**src/rtl/id_ex_alu_issue.sv**
```systemverilog
// ID/EX issue stage: holds one decoded instruction, resolves MEM/WB
// forwarding onto the ALU operands, and owns the decode/execute handshake,
// load-use stall and branch flush for the execute slot.

`ifndef XLEN_32b
`define XLEN_32b 1
`endif
`ifndef XLEN_64b
`define XLEN_64b 2
`endif

module id_ex_alu_issue #(
  parameter int unsigned XLEN = `XLEN_64b,
  localparam int unsigned W = 1 << (XLEN + 4)
) (
  input  logic         i_clk,
  input  logic         i_rst_n,
  input  logic         i_id_valid,
  output logic         o_id_ready,
  input  logic [W-1:0] i_id_pc,
  input  logic [W-1:0] i_id_imm,
  input  logic [W-1:0] i_id_rs1_data,
  input  logic [W-1:0] i_id_rs2_data,
  input  logic [4:0]   i_id_rs1_addr,
  input  logic [4:0]   i_id_rs2_addr,
  input  logic [4:0]   i_id_rd_addr,
  input  logic         i_id_reg_write,
  input  logic [2:0]   i_id_alu_op,
  input  logic [1:0]   i_id_alu_shift,
  input  logic         i_id_src_a_sel,
  input  logic         i_id_src_b_sel,
  input  logic         i_mem_fwd_valid,
  input  logic         i_mem_fwd_pending,
  input  logic [4:0]   i_mem_fwd_rd,
  input  logic [W-1:0] i_mem_fwd_data,
  input  logic         i_wb_fwd_valid,
  input  logic [4:0]   i_wb_fwd_rd,
  input  logic [W-1:0] i_wb_fwd_data,
  input  logic         i_ex_ready,
  input  logic         i_flush,
  output logic         o_ex_valid,
  output logic [W-1:0] o_op_a,
  output logic [W-1:0] o_op_b,
  output logic [2:0]   o_alu_op,
  output logic [1:0]   o_alu_shift,
  output logic [W-1:0] o_store_data,
  output logic [4:0]   o_rd_addr,
  output logic         o_reg_write,
  output logic         o_hazard_stall
);

  logic         valid_q, valid_d;
  logic [W-1:0] pc_q, pc_d, imm_q, imm_d;
  logic [W-1:0] rs1_val_q, rs1_val_d, rs2_val_q, rs2_val_d;
  logic [4:0]   rs1_addr_q, rs1_addr_d, rs2_addr_q, rs2_addr_d, rd_q, rd_d;
  logic         reg_write_q, reg_write_d;
  logic [2:0]   alu_op_q, alu_op_d;
  logic [1:0]   alu_shift_q, alu_shift_d;
  logic         src_a_sel_q, src_a_sel_d, src_b_sel_q, src_b_sel_d;

  logic         mem_hit1, mem_hit2, wb_hit1, wb_hit2;
  logic [W-1:0] rs1_fwd, rs2_fwd;
  logic         stall, ex_valid, free, load;

  // Forwarding: x0 reads zero, MEM beats WB, otherwise the held value.
  always_comb begin
    mem_hit1 = (rs1_addr_q != '0) && i_mem_fwd_valid && (i_mem_fwd_rd == rs1_addr_q);
    mem_hit2 = (rs2_addr_q != '0) && i_mem_fwd_valid && (i_mem_fwd_rd == rs2_addr_q);
    wb_hit1  = (rs1_addr_q != '0) && i_wb_fwd_valid && (i_wb_fwd_rd == rs1_addr_q);
    wb_hit2  = (rs2_addr_q != '0) && i_wb_fwd_valid && (i_wb_fwd_rd == rs2_addr_q);
    rs1_fwd = rs1_val_q;
    if (rs1_addr_q == '0)  rs1_fwd = '0;
    else if (mem_hit1)     rs1_fwd = i_mem_fwd_data;
    else if (wb_hit1)      rs1_fwd = i_wb_fwd_data;
    rs2_fwd = rs2_val_q;
    if (rs2_addr_q == '0)  rs2_fwd = '0;
    else if (mem_hit2)     rs2_fwd = i_mem_fwd_data;
    else if (wb_hit2)      rs2_fwd = i_wb_fwd_data;
  end

  // Hazard, handshake and ALU-facing outputs.
  always_comb begin
    // rs2 always counts as used since store data needs it.
    stall    = valid_q && i_mem_fwd_pending &&
               ((!src_a_sel_q && mem_hit1) || mem_hit2);
    ex_valid = valid_q && !stall && !i_flush;
    free     = i_flush || (ex_valid && i_ex_ready);
    load     = i_id_valid && (!valid_q || free) && !i_flush;

    o_hazard_stall = stall;
    o_ex_valid     = ex_valid;
    o_id_ready     = !valid_q || free;
    o_op_a         = src_a_sel_q ? pc_q : rs1_fwd;
    o_op_b         = src_b_sel_q ? imm_q : rs2_fwd;
    o_store_data   = rs2_fwd;
    o_alu_op       = alu_op_q;
    o_alu_shift    = alu_shift_q;
    o_rd_addr      = rd_q;
    o_reg_write    = reg_write_q;
  end

  // Slot next state: load, free, or hold while absorbing WB retirements.
  always_comb begin
    valid_d     = valid_q;
    pc_d        = pc_q;
    imm_d       = imm_q;
    rs1_val_d   = rs1_val_q;
    rs2_val_d   = rs2_val_q;
    rs1_addr_d  = rs1_addr_q;
    rs2_addr_d  = rs2_addr_q;
    rd_d        = rd_q;
    reg_write_d = reg_write_q;
    alu_op_d    = alu_op_q;
    alu_shift_d = alu_shift_q;
    src_a_sel_d = src_a_sel_q;
    src_b_sel_d = src_b_sel_q;
    if (load) begin
      valid_d     = 1'b1;
      pc_d        = i_id_pc;
      imm_d       = i_id_imm;
      rs1_val_d   = i_id_rs1_data;
      rs2_val_d   = i_id_rs2_data;
      rs1_addr_d  = i_id_rs1_addr;
      rs2_addr_d  = i_id_rs2_addr;
      rd_d        = i_id_rd_addr;
      reg_write_d = i_id_reg_write;
      alu_op_d    = i_id_alu_op;
      alu_shift_d = i_id_alu_shift;
      src_a_sel_d = i_id_src_a_sel;
      src_b_sel_d = i_id_src_b_sel;
    end else if (free) begin
      valid_d = 1'b0;
    end else if (valid_q) begin
      // A WB write retiring during a stall would otherwise be lost.
      if (wb_hit1) rs1_val_d = i_wb_fwd_data;
      if (wb_hit2) rs2_val_d = i_wb_fwd_data;
    end
  end

  // Held slot registers.
  always_ff @(posedge i_clk or negedge i_rst_n) begin
    if (!i_rst_n) begin
      valid_q     <= 1'b0;
      pc_q        <= '0;
      imm_q       <= '0;
      rs1_val_q   <= '0;
      rs2_val_q   <= '0;
      rs1_addr_q  <= '0;
      rs2_addr_q  <= '0;
      rd_q        <= '0;
      reg_write_q <= 1'b0;
      alu_op_q    <= '0;
      alu_shift_q <= '0;
      src_a_sel_q <= 1'b0;
      src_b_sel_q <= 1'b0;
    end else begin
      valid_q     <= valid_d;
      pc_q        <= pc_d;
      imm_q       <= imm_d;
      rs1_val_q   <= rs1_val_d;
      rs2_val_q   <= rs2_val_d;
      rs1_addr_q  <= rs1_addr_d;
      rs2_addr_q  <= rs2_addr_d;
      rd_q        <= rd_d;
      reg_write_q <= reg_write_d;
      alu_op_q    <= alu_op_d;
      alu_shift_q <= alu_shift_d;
      src_a_sel_q <= src_a_sel_d;
      src_b_sel_q <= src_b_sel_d;
    end
  end

endmodule

```
**config.mk**
```make
export PLATFORM = sky130hd
export DESIGN_NAME = id_ex_alu_issue
export DESIGN_NICKNAME = d
export VERILOG_FILES = /design/src/rtl/id_ex_alu_issue.sv
export SDC_FILE = /design/constraint.sdc
export NUM_CORES = 1
export LEC_CHECK = 0
export CAP_MARGIN = 20
export CORE_AREA = 2 2 243 245
export CTS_CLUSTER_DIAMETER = 40
export DETAILED_ROUTE_END_ITERATION = 10
export DIE_AREA = 0 0 245 247
export HOLD_SLACK_MARGIN = 0.08
export PLACE_DENSITY = 0.56
export SYNTH_ARGS = -nofsm -noshare
export SYNTH_HDL_FRONTEND = slang
export SYNTH_SLANG_ARGS = --single-unit
export TNS_END_PERCENT = 20
```
**constraint.sdc**
```tcl
create_clock -name i_clk -period 3.7 [get_ports i_clk]
set_input_delay 0.37 -clock i_clk [delete_from_list [all_inputs] [get_ports i_clk]]
set_output_delay 0.37 -clock i_clk [all_outputs]
set_load 0.01 [all_outputs]
```
==> results.tsv <==
metric	value	unit
Worst R2R End	rs2_val_q[32]$_DFFE_PN0P_	
family with the most delay on the worst path	buffers and inverters	
EDFF count, synth	0	
Crit Path Category	register to output port	
Starting Density	27.7	%
Ports	631	
PortBufs	630	
Final Core Density	46.2	%
sequential fraction of the synthesis area	43.4	%
# DRC	0	
part of the power in registers	26.8	%
P_int	10.4	mW
vias in the first global route	16200	
pwr/cell area	550	mW/mm2
H-tree depth	3	
Tmin final	3.69	ns
fmax	271	MHz
peak supply drop	0.000441	V
most numerous cell in the Yosys netlist	dfrtp_1	
largest net degree at the start of global routing	93	
Cells after DPL	2740	
number of cell rows	89	
r2r startpoint	rs2_addr_q[0]$_DFFE_PN0P_	
WP data required	3.33	ns
via count	15000	
cts bufs inserted	69	
endpoint type of the worst setup path	output port	
FFs w/ async S/R, synth	100	%
Yosys top cell by area	dfrtp_1	
routability cong.	0.842	
Fin. Hold Viols	0	
combinational share of power	29.4	%
wirelength, routed	77800	um
Yosys reg bits	280	
Least-Margin Pin Slew	1.09	ns
Overflow after GRT	0	
Post-Syn Instances	1416	
status	finished, final reports clean	
synthesized area per cell	11.4	um2
vias per cell	5.14	
synth unique cells	38	
WP buf/inv	3	
clock network fraction of design power	43.8	%
WL/cell	26.7	um
DR pass1 iterations	5	
die area	0.0605	mm2
Critical Path Start	rs2_addr_q[0]$_DFFE_PN0P_	
post-detailed-route count of antenna-violating nets	0	
Area contributors post-synth	dfrtp_1 (43%), mux2i_1 (16%), mux2_2 (6.4%)	
Yosys warnings	0	
Post-Syn Area	0.0161	mm2
GRT Total Usage	24.3	%
syn nets	1841	
hpwl dp	48600	um
DR iter-0 viols	761	
CORE AREA	0.0582	mm2
Max Cap Viol	0	
CP peak stage delay	0.55	ns
critical path cell sequence	or4_4 > nor2_4 > nor3_2 > buf_6 > buf_12 > mux2i_1 > a211oi_2 > mux2_2 > clkdlybuf4s50_1	
Place WS	-0.111	ns
antenna violations before repair	7	
Worst Path Arrival	3.32	ns
leakage power	11.5	nW
min-delay worst type	input port to register	
clock latency on the worst-skew pair	0.59	ns
clk root buf	clkbuf_16	
final setup margin	0.00569	ns
# setup viols final	0	
layout cell share with drive strength beyond 1	20.9	%
CP Capture Point	o_op_b[44]	
# nets final	2503	
CTS tree	yes	
Max Clock Skew	0.0326	ns
first-pass GRT wire length	108000	um
period utilization	99.8	%
Synth top area share	43.4	%
maximum clock insertion buffer count	3	
Worst R2R Path Depth	7	
worst relative slew slack	27.5	%
clock-pin transition on the worst setup and hold timing paths	0.04	ns
crit path max-delay cell type	or4_4	
Chip Width	245	um
RSZ-0062 raised after global routing	true	
Syn-to-layout area delta	66.7	%
Post-Layout Cell Count	2914	
pins over their slew limit	0	
maximum net fanout on the critical path	28	
most frequent cells after synthesis	dfrtp_1 (280), mux2i_1 (256), nor2_1 (133)	
CTS Sinks	280	
die height	247	um
Sw Pwr	4.36	mW
Pwr Total	14.8	mW
Worst Setup Start Kind	register	
Sw Ratio	29.5	%
Critical Path Stages	9	
Reg2Reg Setup Slack	0.53	ns
dominant synthesized flop cell	dfrtp_1	
==> repair_timing <==
| item | CTS | global route |
|---|---|---|
| gates cloned | 10 | 5 |
| endpoints found under the setup margin | 174 | 72 |
| setup buffers | 18 | 6 |
| hold buffers | 1 | 0 |
| gates resized for setup | 195 | 88 |
| endpoints found under the hold margin | 87 | 0 |
| pin swaps | 24 | 13 |
==> metal layers <==
layer / part of all wire, % / GRT usage (%) / routed length (um) / up-vias
met5: 0.051 / 0 / 40 / -
met3: 8.2 / 7.25 / 6380 / 133
met2: 49 / 41.7 / 38400 / 656
met4: 3.1 / 9.83 / 2450 / 6
met1: 39 / 28.2 / 30500 / 7552
li1: - / - / - / 6639
==> how the worst min path moves through the flow <==
stage | start | end | slack (ns) | depth (start not counted)
final | i_id_imm[58] | imm_q[58]$_DFFE_PN0P_ | 0.38 | 2
after global routing | i_id_rs1_addr[3] | rs1_addr_q[3]$_DFFE_PN0P_ | 0.36 | 2
after CTS | i_id_pc[9] | pc_q[9]$_DFFE_PN0P_ | 0.33 | 2
after detailed placement | imm_q[15]$_DFFE_PN0P_ | imm_q[15]$_DFFE_PN0P_ | 0.47 | 1
after global placement | imm_q[26]$_DFFE_PN0P_ | imm_q[26]$_DFFE_PN0P_ | 0.46 | 1
after floorplan | i_rst_n | imm_q[0]$_DFFE_PN0P_ | 0.07 | 0
==> worst reg2reg max path, stage by stage, from the launching register on <==
cell and delay [ns]:
dfrtp_1 0.38, or4_4 0.55, nor2_4 0.17, clkbuf_16 0.28
nor3_1 0.14, o2111ai_1 0.35, and2_4 0.85, o221a_2 0.37
==> layout make-up <==
class                           instances  area (um2)
Inverter                                1        3.75
Clock inverter                         35         464
Clock buffer                           92        2030
Sequential cell                       280        7020
Tap cell                              773         967
Timing Repair Buffer                  720        7590
Antenna cell                            7        17.5
Fill cell                            5371       31300
Multi-Input combinational cell       1006        8810
==> power by group through the flow <==
stage                     Combinational, mW  Clock, mW  Sequential (mW)
after floorplan                        2.05          0             3.88
after global placement                 4.38          0             3.97
after detailed placement               4.40          0             3.99
after CTS                              4.37       6.60             3.95
after global routing                   4.64       6.77             4.02
final                                  4.35       6.48             3.96
==> state kept, by name (all words and copies together), names as in the netlist <==
name / count
o_reg_write: 1
rs1_addr_q: 5
rs2_val_q: 64
src_a_sel_q: 1
src_b_sel_q: 1
imm_q: 64
pc_q: 64
rs1_val_q: 64
o_alu_op: 3
o_rd_addr: 5
valid_q: 1
o_alu_shift: 2
rs2_addr_q: 5
==> cell families (layout without fill, tap and decap cells) <==
| logic type | after synthesis | after routing | synth area share (%) |
|---|---|---|---|
| compound gates | 296 | 296 | 14.6 |
| mux | 438 | 438 | 28.6 |
| simple gates | 252 | 252 | 7.80 |
| flops | 280 | 280 | 43.4 |
| other cells | 0 | 7 | 0 |
| xor+xnor | 20 | 20 | 1.09 |
| buf+inv | 130 | 848 | 4.51 |
==> stage by stage <==
step           TNS [ns]  hold WS, ns  area (um2)
4_1_cts           -4.07        0.330       26500
5_1_grt           -2.71        0.358       26900
3_5_place_dp     -0.111        0.468       23400
6_report              0        0.380       26900
3_3_place_gp     -0.147        0.462       23400
2_1_floorplan         0       0.0744       16100
==> cell usage in the layout (no fill, tap or decap), types with 64 or more instances in the layout <==
cell type / synthesis / layout
a21oi_1: 97 / 71
a22o_1: 97 / 96
clkbuf_16: 0 / 77
clkdlybuf4s50_1: 0 / 465
dfrtp_1: 280 / 277
dlygate4sd2_1: 0 / 102
mux2_1: 90 / 90
mux2_2: 92 / 85
mux2i_1: 256 / 253
nor2_1: 133 / 125
or3_1: 65 / 64
No activity file was read; power rests on OpenSTA's default activity.
